<file path="src/rtl/imu_seq_pkg.sv">
// Shared types and constants for the IMU sample sequencer.
package imu_seq_pkg;

    localparam int DATA_W_DEF = 10;

    localparam logic [1:0] CH_ACCEL1 = 2'd0;
    localparam logic [1:0] CH_ACCEL2 = 2'd1;
    localparam logic [1:0] CH_GYRO   = 2'd2;

    typedef enum logic [2:0] {
        IDLE,
        REQ,
        GAP,
        PUBLISH,
        HOLD
    } state_t;

endpackage

</file>
<file path="src/rtl/sample_period_timer.sv">
// Free-running sample-period counter; one-cycle tick on the last count.
module sample_period_timer #(
    parameter int PERIOD_CYCLES = 1_000_000
) (
    input  logic clk,
    input  logic reset,
    input  logic enable,
    output logic tick
);

    localparam int CW = (PERIOD_CYCLES > 1) ? $clog2(PERIOD_CYCLES) : 1;
    localparam logic [CW-1:0] LAST = CW'(PERIOD_CYCLES - 1);

    logic [CW-1:0] cnt;

    assign tick = enable && (cnt == LAST);

    // Disabling parks the count at zero so re-enable restarts a full period.
    always_ff @(posedge clk) begin
        if (reset || !enable || tick) cnt <= '0;
        else                          cnt <= cnt + CW'(1);
    end

endmodule

</file>
<file path="src/rtl/imu_sample_sequencer.sv">
// Periodic three-channel sensor read sequence with atomic publish,
// stretched data_ready, read timeout and overrun detection.
module imu_sample_sequencer
    import imu_seq_pkg::*;
#(
    parameter int PERIOD_CYCLES      = 1_000_000,
    parameter int READY_PULSE_CYCLES = 4,
    parameter int TIMEOUT_CYCLES     = 4096,
    parameter int DATA_W             = DATA_W_DEF
) (
    input  logic              clk,
    input  logic              reset,
    input  logic              enable,
    input  logic              clear_errors,
    output logic              rd_req,
    output logic [1:0]        rd_addr,
    input  logic              rd_ack,
    input  logic [DATA_W-1:0] rd_data,
    output logic [DATA_W-1:0] accel1,
    output logic [DATA_W-1:0] accel2,
    output logic [DATA_W-1:0] gyro,
    output logic              data_ready,
    output logic              busy,
    output logic              overrun,
    output logic              timeout_err,
    output logic [15:0]       sample_count
);

    localparam int WW = (TIMEOUT_CYCLES > 1) ? $clog2(TIMEOUT_CYCLES) : 1;
    localparam int HW = (READY_PULSE_CYCLES > 1) ? $clog2(READY_PULSE_CYCLES) : 1;
    localparam logic [WW-1:0] W_LAST = WW'(TIMEOUT_CYCLES - 1);
    localparam logic [HW-1:0] H_LAST = HW'(READY_PULSE_CYCLES - 1);

    if (PERIOD_CYCLES < 8 + READY_PULSE_CYCLES) begin : g_bad_period
        $error("PERIOD_CYCLES must be >= 8 + READY_PULSE_CYCLES");
    end
    if (TIMEOUT_CYCLES < 1 || READY_PULSE_CYCLES < 1) begin : g_bad_counts
        $error("TIMEOUT_CYCLES and READY_PULSE_CYCLES must be >= 1");
    end

    logic tick;

    sample_period_timer #(
        .PERIOD_CYCLES(PERIOD_CYCLES)
    ) u_timer (
        .clk    (clk),
        .reset  (reset),
        .enable (enable),
        .tick   (tick)
    );

    state_t            state, state_n;
    logic [1:0]        ch, ch_n;
    logic [WW-1:0]     wcnt, wcnt_n;
    logic [HW-1:0]     hcnt, hcnt_n;
    logic              cap, to_evt, pub, ovr_evt;
    logic [DATA_W-1:0] sh_a1, sh_a2, sh_gy;

    always_ff @(posedge clk) begin
        if (reset) state <= IDLE;
        else       state <= state_n;
    end

    always_comb begin
        state_n    = state;
        ch_n       = ch;
        wcnt_n     = wcnt;
        hcnt_n     = hcnt;
        cap        = 1'b0;
        to_evt     = 1'b0;
        pub        = 1'b0;
        rd_req     = 1'b0;
        rd_addr    = '0;
        data_ready = 1'b0;
        busy       = (state != IDLE);
        ovr_evt    = tick && (state != IDLE);
        case (state)
            IDLE: begin
                if (tick) begin
                    state_n = REQ;
                    ch_n    = CH_ACCEL1;
                    wcnt_n  = '0;
                end
            end
            REQ: begin
                rd_req  = 1'b1;
                rd_addr = ch;
                // An ack on the final allowed cycle still counts as a good read.
                if (rd_ack || wcnt == W_LAST) begin
                    cap     = rd_ack;
                    to_evt  = !rd_ack;
                    wcnt_n  = '0;
                    state_n = (ch == CH_GYRO) ? PUBLISH : GAP;
                end else begin
                    wcnt_n = wcnt + WW'(1);
                end
            end
            GAP: begin
                state_n = REQ;
                ch_n    = ch + 2'd1;
            end
            PUBLISH: begin
                pub     = 1'b1;
                hcnt_n  = '0;
                state_n = HOLD;
            end
            HOLD: begin
                data_ready = 1'b1;
                if (hcnt == H_LAST) state_n = IDLE;
                else                hcnt_n  = hcnt + HW'(1);
            end
            default: state_n = IDLE;
        endcase
    end

    always_ff @(posedge clk) begin
        if (reset) begin
            ch           <= '0;
            wcnt         <= '0;
            hcnt         <= '0;
            sh_a1        <= '0;
            sh_a2        <= '0;
            sh_gy        <= '0;
            accel1       <= '0;
            accel2       <= '0;
            gyro         <= '0;
            sample_count <= '0;
            overrun      <= 1'b0;
            timeout_err  <= 1'b0;
        end else begin
            ch   <= ch_n;
            wcnt <= wcnt_n;
            hcnt <= hcnt_n;
            if (cap) begin
                case (ch)
                    CH_ACCEL1: sh_a1 <= rd_data;
                    CH_ACCEL2: sh_a2 <= rd_data;
                    default:   sh_gy <= rd_data;
                endcase
            end
            // Fusion only ever sees a coherent triple: all three move on one edge.
            if (pub) begin
                accel1       <= sh_a1;
                accel2       <= sh_a2;
                gyro         <= sh_gy;
                sample_count <= sample_count + 16'd1;
            end
            if (to_evt)            timeout_err <= 1'b1;
            else if (clear_errors) timeout_err <= 1'b0;
            if (ovr_evt)           overrun <= 1'b1;
            else if (clear_errors) overrun <= 1'b0;
        end
    end

endmodule
</file>
<file path="config.mk">
export PLATFORM = sky130hd
export DESIGN_NAME = imu_sample_sequencer
export DESIGN_NICKNAME = d
export VERILOG_FILES = /design/src/rtl/imu_seq_pkg.sv /design/src/rtl/sample_period_timer.sv /design/src/rtl/imu_sample_sequencer.sv
export SDC_FILE = /design/constraint.sdc
export NUM_CORES = 1
export LEC_CHECK = 0
export ABC_AREA = 1
export BUFFER_PORTS_ARGS = -buffer_cell sky130_fd_sc_hd__buf_2
export CORE_MARGIN = 8
export CORE_UTILIZATION = 45
export DETAILED_ROUTE_END_ITERATION = 12
export GPL_TIMING_DRIVEN = 0
export PLACE_DENSITY = 0.74
export SYNTH_ARGS = -nofsm -noshare
export SYNTH_HDL_FRONTEND = slang
export SYNTH_SLANG_ARGS = --single-unit
</file>
<file path="constraint.sdc">
create_clock -name clk -period 1.6 [get_ports clk]
set_clock_uncertainty 0.1 [all_clocks]
set_input_delay 0.4 -clock clk [delete_from_list [all_inputs] [get_ports clk]]
set_output_delay 0.4 -clock clk [all_outputs]
set_load 0.05 [all_outputs]
</file>
Word level (Yosys, flattened, before mapping) --
Index checks and enable logic that the tools add are counted.
Storage, ports and cells: register bits after elaboration 117, output and inout port bits 53, word-level logic and storage cells 79
Operators by class: add/subtract/negate cells 5, equality and inequality tests 13, mux-type cells 23, bitwise operators 1, reduce and logical (&&, ||, !) cells 23
Operators by type and width (number):
- two-way mux 12 bit | 2
- one-hot mux 12 bit (2 select lines) | 1
- adder 20 x 1 -> 20 bit, second input constant | 1
- equality test 20 bit, second input constant | 1
- adder 16 x 1 -> 16 bit, second input constant | 1
- one-hot mux 3 bit (5 select lines) | 1
- adder 12 x 1 -> 12 bit, second input constant | 1
- equality test 12 bit, second input constant | 1
- AND reduction 2 bit | 6
- two-way mux 1 bit | 11
- nonzero test 2 bit | 5
- two-way mux 3 bit | 3
- != test 2 bit, second input constant | 4
- one-hot mux 2 bit (2 select lines) | 2
- equality test 3 x 2 -> 1 bit, second input constant | 2
- two-way mux 2 bit | 3
- adder 2 x 1 -> 2 bit, second input constant | 2
- equality test 2 bit, second input constant | 2
- equality test 3 x 1 -> 1 bit, second input constant | 1
- equality test 3 bit, second input constant | 1
- logical NOT 3 bit | 1
- logical OR 1 bit | 3
- AND reduction 3 bit | 1
- nonzero test 3 bit | 1
- other kinds (6) | 8

Logic depth before layout (Yosys ltp) --
Gate-level depths: netlist (run 1).
depth in word-level cells 5, mapped depth 10

Modules after synthesis --
Synthesis (run 1) repeated with hierarchy kept, for this count alone.
Second synthesis, totals: cell total of the unflattened synthesis 716, area, all modules 5128.7 sq um
By module, submodules not included:
- imu_sample_sequencer | times used 1, cells each 559, area an instance 4056.4 sq um, sequential area each 1941.9 sq um
- sample_period_timer | times used 1, cells each 157, area an instance 1072.3 sq um, sequential area each 400.4 sq um

Least setup slack after synthesis (run 1) --
OpenSTA, ideal clock, no wires.
path kind register to output, start reg state[2], end out rd_addr[0], arrival 1452 ps, data required time 1100 ps, setup slack -352 ps, cell stages (with the launch flop) 5, path buffers 1, cells stage by stage dfxtp_1 -> inv_2 -> nand3_4 -> buf_2 -> nor2_1
Between the ends: cells in the longest elaborated chain, start to end 2
RTL lines:
- start, declared | RTL line imu_sample_sequencer.sv:52 | state_t state, state_n;
- start signal, assigned | RTL line imu_sample_sequencer.sv:61 | else state <= state_n;
- equality test 3 x 1 -> 1 bit | RTL line imu_sample_sequencer.sv:77 | case (state)
- two-way mux 2 bit | RTL line imu_sample_sequencer.sv:77
- end, declared | RTL line imu_sample_sequencer.sv:16 | output logic [1:0] rd_addr,
No other way between the ends.

Worst setup path in the final report (run 1) --
start reg state[0], end out rd_addr[0]
The elaborated chain is that of the path after synthesis.

==> results.yml, run 1 <==
status:
  status: "complete, but fails checks"
  failed_checks: "negative setup slack"
synthesis:
  synth_area_leaders: "dfxtp_1 (46%), a21oi_1 (8.5%), nand2_1 (7.4%)"
  syn_area_per_cell_sq_um: 7.64
  netlist_area_sq_um: 5100
  ys_warn_count: 0
  synth_cells: 667
  synth_cell_types: 36
  yosys.area.top_type: "dfxtp_1"
  yosysTopAreaCellShare: 0.459
  synth_nets: 689
  synth_seq_cells: 117
  synth.yosys.seq_area_share: 0.459
clock_network:
  htree_levels: 4
  cts-root-buf: "clkbuf_16"
  clock_latency_ns: 0.42
  clock_sinks: 117
  tritoncts: "built"
  cts_made_buffers: 17
  cts.clk_slew.worst_paths_ns: 0.06
  clk_path_buf_depth: 2
detailed_routing:
  first_iter_violations: 532
  avgRoutedWirePerCell_um: 18.4
  dr.pass1.iters: 5
  viasPerCell: 5.68
  vias: 5422
  drc: 0
  antenna_left: 0
  routed_wl_mm: 17.6
cells_and_area:
  layout_common_cells: "dfxtp_1 (93), nand2_1 (92), inv_1 (66)"
  design_area_sq_um: 7570
  area_delta_synth_final_pct: 48.4
  drive_gt1_frac: 0.430
  n_antenna_cell: 0
  layout.cells.most_common: "dfxtp_1"
  fillers: 769
  nets: 820
timing:
  finalCriticalPeriod_ns: 1.89
  worst_slew_pin_slew_ns: 0.715
  fin_ws_ns: -0.291
  finalSetupViolCount: 94
  max-slew-margin-rel: 0.523
  slew_viol_final: 0
  finalHoldViolations: 0
  fmax_mhz: 529
  rsz0062_at_grt: "true"
  finalCritPeriodShare: 1.18
  setup_tns_ns: -9.72
die:
  start_util: 0.454
  ios: 68
  fp-row-count: 39
  die_w_um: 122
  die_h_um: 122
  die_area_sq_um: 15000
  core-area_sq_um: 11200
place:
  hpwlAfterDp_mm: 9.22
  portBuffers: 66
  place_ws_ns: -0.213
  dpl-instance-area_sq_um: 5630
  finalWeightedCongestion: 0.896
critical_path:
  worstPathMaxFanout: 4
  cp-end-kind: "primary output"
  critical_path_required_ns: 1.10
  critPathLaunchType: "flip-flop"
  crit_type: "reg -> out"
  cp.arrival_ns: 1.39
job:
  maxCapViolations: 0
min_path:
  hold_path.class: "in -> reg"
power:
  power_density_nw_per_um2: 997
  power_leakage_nw: 2.89
  ir_worst_vdd_v: 0.000807
  power_mw: 7.55
global_route:
  grt_pass1_vias: 4892
  grt_use_total: 0.187
  grt_pass1_wl_mm: 22.9
  gr-total-overflow: 0
  grt_max_degree: 17
  antenna_found_initial: 0
==> kinds of logic after synthesis <==
kind of cell	synth area share
fa+ha+maj	0.0172
flops	0.459
compound gates	0.181
simple gates	0.246
xor+xnor	0.0120
buf+inv	0.0847
==> critical path, stage by stage, from the launching register on <==
cell     delay [ns]
dfxtp_2        0.35
buf_6          0.13
nand3_4        0.09
buf_12         0.14
nor2_4         0.09
buf_6          0.16
==> path summary, 6_finish.rpt <==
path | start | end | slack, ns | depth (start not counted)
setup / recovery | state[0]$_SDFFE_PP0P_ | rd_addr[0] | -0.29 | 5
hold / removal | clear_errors | overrun$_SDFFE_PP0P_ | 0.17 | 4
setup reg to reg | state[0]$_SDFFE_PP0P_ | sample_count[12]$_SDFFE_PP0P_ | -0.28 | 12
hold reg to reg | sh_a2[7]$_SDFFE_PP0P_ | sh_a2[7]$_SDFFE_PP0P_ | 0.36 | 2
==> cells in the mapped netlist <==
cell type,n
nand3_1,34
clkinv_1,1
nor2_4,2
nand2_1,101
nor3b_1,2
o21ai_0,71
o21ai_1,1
nand3_4,2
o21ba_2,1
nand2_2,3
nand3_2,9
nor2_1,68
clkbuf_2,2
buf_2,10
nor2_2,6
buf_1,1
buf_6,4
nand4_1,7
nor3_2,2
xnor2_1,3
xor2_1,4
buf_4,1
nand3b_1,3
or2_0,2
o21bai_1,4
nand4_2,2
nand4_4,1
dfxtp_1,117
clkbuf_1,10
inv_2,4
inv_1,69
or2_2,3
a21oi_1,87
a21oi_2,10
ha_1,7
nor3_1,13
==> through the flow <==
step,std cells,hold slack [ns],utilization
CTS,929,0.156,0.593
finish,954,0.170,0.674
floorplan,667,0.330,-
detailed placement,876,0.347,0.502
global route,954,0.186,0.674
global placement,876,0.339,0.502
==> area by class of cell <==
type | count | area, sq um | area share
buffer | 26 | 240 | 0.0317
clock buffer | 17 | 425 | 0.0562
clock inverter | 15 | 159 | 0.0210
inverter | 74 | 285 | 0.0377
multi-input combinational | 449 | 2990 | 0.395
sequential | 117 | 2390 | 0.315
tap | 143 | 179 | 0.0236
timing repair buffer | 113 | 901 | 0.119
==> layer usage <==
metal / vias up / part of all wire / global-route usage
li1: 2473 / - / -
met1: 2614 / 0.39 / 0.223
met2: 268 / 0.50 / 0.319
met3: 67 / 0.063 / 0.0405
met4: 0 / 0.042 / 0.0845
met5: - / 0 / 0
==> flip-flops by register name, indices dropped and copies added, names as in the netlist <==
register	flops
sh_gy	10
ch	2
sample_count	16
accel2	10
accel1	10
state	3
timeout_err	1
u_timer.cnt	20
overrun	1
sh_a1	10
sh_a2	10
gyro	10
wcnt	12
hcnt	2
==> power breakdown <==
part	switching, mW	internal [mW]
clock	1.61	2.20
combinational	0.451	0.306
sequential	0.0311	2.95
total	2.09	5.46
==> timing repair <==
action                                  in CTS  in global routing
endpoints found under the setup margin      45                114
buffers inserted                            18                 19
hold buffers                                 0                  0
cloned                                       3                  8
pin swaps                                    7                 35
gates resized for setup                     85                241
Note: power is estimated with default switching activity, not from simulation.
==> run 2, diff against run 1 <==
--- a/config.mk
+++ b/config.mk
@@ -11,7 +11,7 @@
 export CORE_UTILIZATION = 45
 export DETAILED_ROUTE_END_ITERATION = 12
 export GPL_TIMING_DRIVEN = 0
-export PLACE_DENSITY = 0.74
+export PLACE_DENSITY = 0.72
 export SYNTH_ARGS = -nofsm -noshare
 export SYNTH_HDL_FRONTEND = slang
 export SYNTH_SLANG_ARGS = --single-unit
==> constraint.sdc (replaced) <==
create_clock -name clk -period 1.8 [get_ports clk]
set_clock_uncertainty 0.1 [all_clocks]
set_input_delay 0.45 -clock clk [delete_from_list [all_inputs] [get_ports clk]]
set_output_delay 0.45 -clock clk [all_outputs]
set_load 0.05 [all_outputs]
==> results.yml, run 2 (synthesis gave the netlist of run 1 again) <==
status:
  status: "complete, but fails checks"
  failed_checks: "negative setup slack"
die:
  start_util: 0.454
  die_area_sq_um: 15000
  die_w_um: 122
  ios: 68
  fp-row-count: 39
  core-area_sq_um: 11200
  die_h_um: 122
detailed_routing:
  avgRoutedWirePerCell_um: 14.0
  routed_wl_mm: 12.9
  drc: 0
  viasPerCell: 5.20
  antenna_left: 0
  vias: 4790
  first_iter_violations: 265
  dr.pass1.iters: 7
power:
  p_comb_frac: 0.069
  power_frac_seq: 0.416
  power_leakage_nw: 2.50
  ir_worst_vdd_v: 0.000568
  p_clk_frac: 0.516
  p_int_mw: 4.84
  power_density_nw_per_um2: 995
  power_switching_mw: 1.54
  switching_share: 0.241
  power_mw: 6.38
critical_path:
  rr_worst_depth: 7
  r2r-end: "u_timer.cnt[4]$_SDFF_PP0_"
  cp-end-kind: "primary output"
  r2r_start: "u_timer.cnt[0]$_SDFF_PP0_"
  ff2ff_setup_slack_ns: 0.09
  critical_path.cell_chain: "inv_4 -> nand3_4 -> buf_12 -> nor2_4 -> buf_8"
  cp.arrival_ns: 1.36
  crit_slowest_cell: "dfxtp_4"
  critPathMaxStageDelay_ns: 0.37
  critPathLaunchType: "flip-flop"
  critical_path_required_ns: 1.25
  worstPathMaxFanout: 5
  crit_type: "reg -> out"
global_route:
  grt_pass1_wl_mm: 21.1
  grt_max_degree: 17
  grt_use_total: 0.175
  gr-total-overflow: 0
  antenna_found_initial: 0
  grt_pass1_vias: 4620
cells_and_area:
  area_delta_synth_final_pct: 25.8
  drive_gt1_frac: 0.235
  layout.cells.most_common: "dfxtp_1"
  stdcell_count: 921
  largest_register_ffs: 20
  top_regs: "u_timer.cnt (20), sample_count (16), wcnt (12)"
  utilization: 0.571
  n_antenna_cell: 0
  layout_common_cells: "dfxtp_1 (112), nand2_1 (101), a21oi_1 (87)"
  design_area_sq_um: 6410
  top_register: "u_timer.cnt"
  fillers: 1032
  nets: 787
min_path:
  hold_end: "overrun$_SDFFE_PP0P_"
  worstHoldPathCells: 4
  holdCritStartpoint: "clear_errors"
  hold_path.class: "in -> reg"
timing:
  finalCritPeriodShare: 1.06
  fmax_mhz: 525
  finalSetupViolCount: 3
  slew_viol_final: 0
  holdWs_ns: 0.217
  finalHoldViolations: 0
  rsz0062_at_grt: "true"
  worst_slew_pin_slew_ns: 0.628
  finalCriticalPeriod_ns: 1.91
  max-slew-margin-rel: 0.581
  fin_ws_ns: -0.106
clock_network:
  postCtsHoldBufs: 0
  clock_latency_ns: 0.42
  cts.clk_slew.worst_paths_ns: 0.06
  htree_levels: 4
  cts-root-buf: "clkbuf_16"
  clock_sinks: 117
  clk_path_buf_depth: 2
  cts_made_buffers: 17
  tritoncts: "built"
place:
  dpl-instance-area_sq_um: 5610
  portBuffers: 66
  hpwlAfterDp_mm: 9.27
  finalWeightedCongestion: 0.868
  placed_cells: 876
job:
  maxCapViolations: 0
-- run 2: timing repair --
item,in CTS,in global routing
endpoints found under the setup margin,7,42
setup buffers,8,6
cloned,0,0
gates resized for setup,28,15
pin swaps,2,4
-- run 2: metrics by stage --
stage | TNS (ns) | worst slack [ns]
after floorplan | -0.403 | -0.202
after global placement | -0.0477 | -0.0265
after detailed placement | -0.142 | -0.0857
after CTS | -0.362 | -0.113
after global routing | -0.616 | -0.145
final | -0.213 | -0.106
-- run 2: cell type report --
class | instances | area, sq um | share of cell area
clock inverter | 14 | 151 | 0.0236
inverter | 74 | 283 | 0.0441
tap | 143 | 179 | 0.0279
multi-input combinational | 448 | 2370 | 0.370
buffer | 27 | 163 | 0.0254
clock buffer | 18 | 429 | 0.0669
sequential | 117 | 2360 | 0.367
timing repair buffer | 80 | 480 | 0.0749
-- run 2: routing by layer --
layer / vias up / wire [um] / track usage
li1: 2397 / - / -
met1: 2239 / 5540 / 0.203
met2: 130 / 6410 / 0.300
met3: 24 / 688 / 0.0465
met4: 0 / 264 / 0.0746
met5: - / 0 / 0
-- run 2: power groups by stage --
stage / Clock, mW / Combinational, mW / Sequential (mW)
finish: 3.29 / 0.439 / 2.65
global route: 3.45 / 0.474 / 2.66
CTS: 3.33 / 0.433 / 2.64
detailed placement: 0 / 0.350 / 2.70
global placement: 0 / 0.343 / 2.70
floorplan: 0 / 0.242 / 2.70
-- run 2: worst max-delay path by stage --
stage | endpoint | slack, ns | from
2_1_floorplan | rd_addr[0] | -0.20 | state[2]$_SDFFE_PP0P_
3_3_place_gp | rd_addr[0] | -0.03 | state[2]$_SDFFE_PP0P_
3_5_place_dp | rd_addr[0] | -0.09 | state[2]$_SDFFE_PP0P_
4_1_cts | rd_addr[0] | -0.11 | state[0]$_SDFFE_PP0P_
5_1_grt | rd_addr[0] | -0.15 | state[1]$_SDFFE_PP0P_
6_report | rd_addr[0] | -0.11 | state[2]$_SDFFE_PP0P_
-- run 2: worst max-delay path: cells and delay by family (launching register included) --
| family | cells | cell delay, ns |
|---|---|---|
| buffers and inverters | 3 | 0.37 |
| and+or+nand+nor | 2 | 0.19 |
| DFF | 1 | 0.37 |
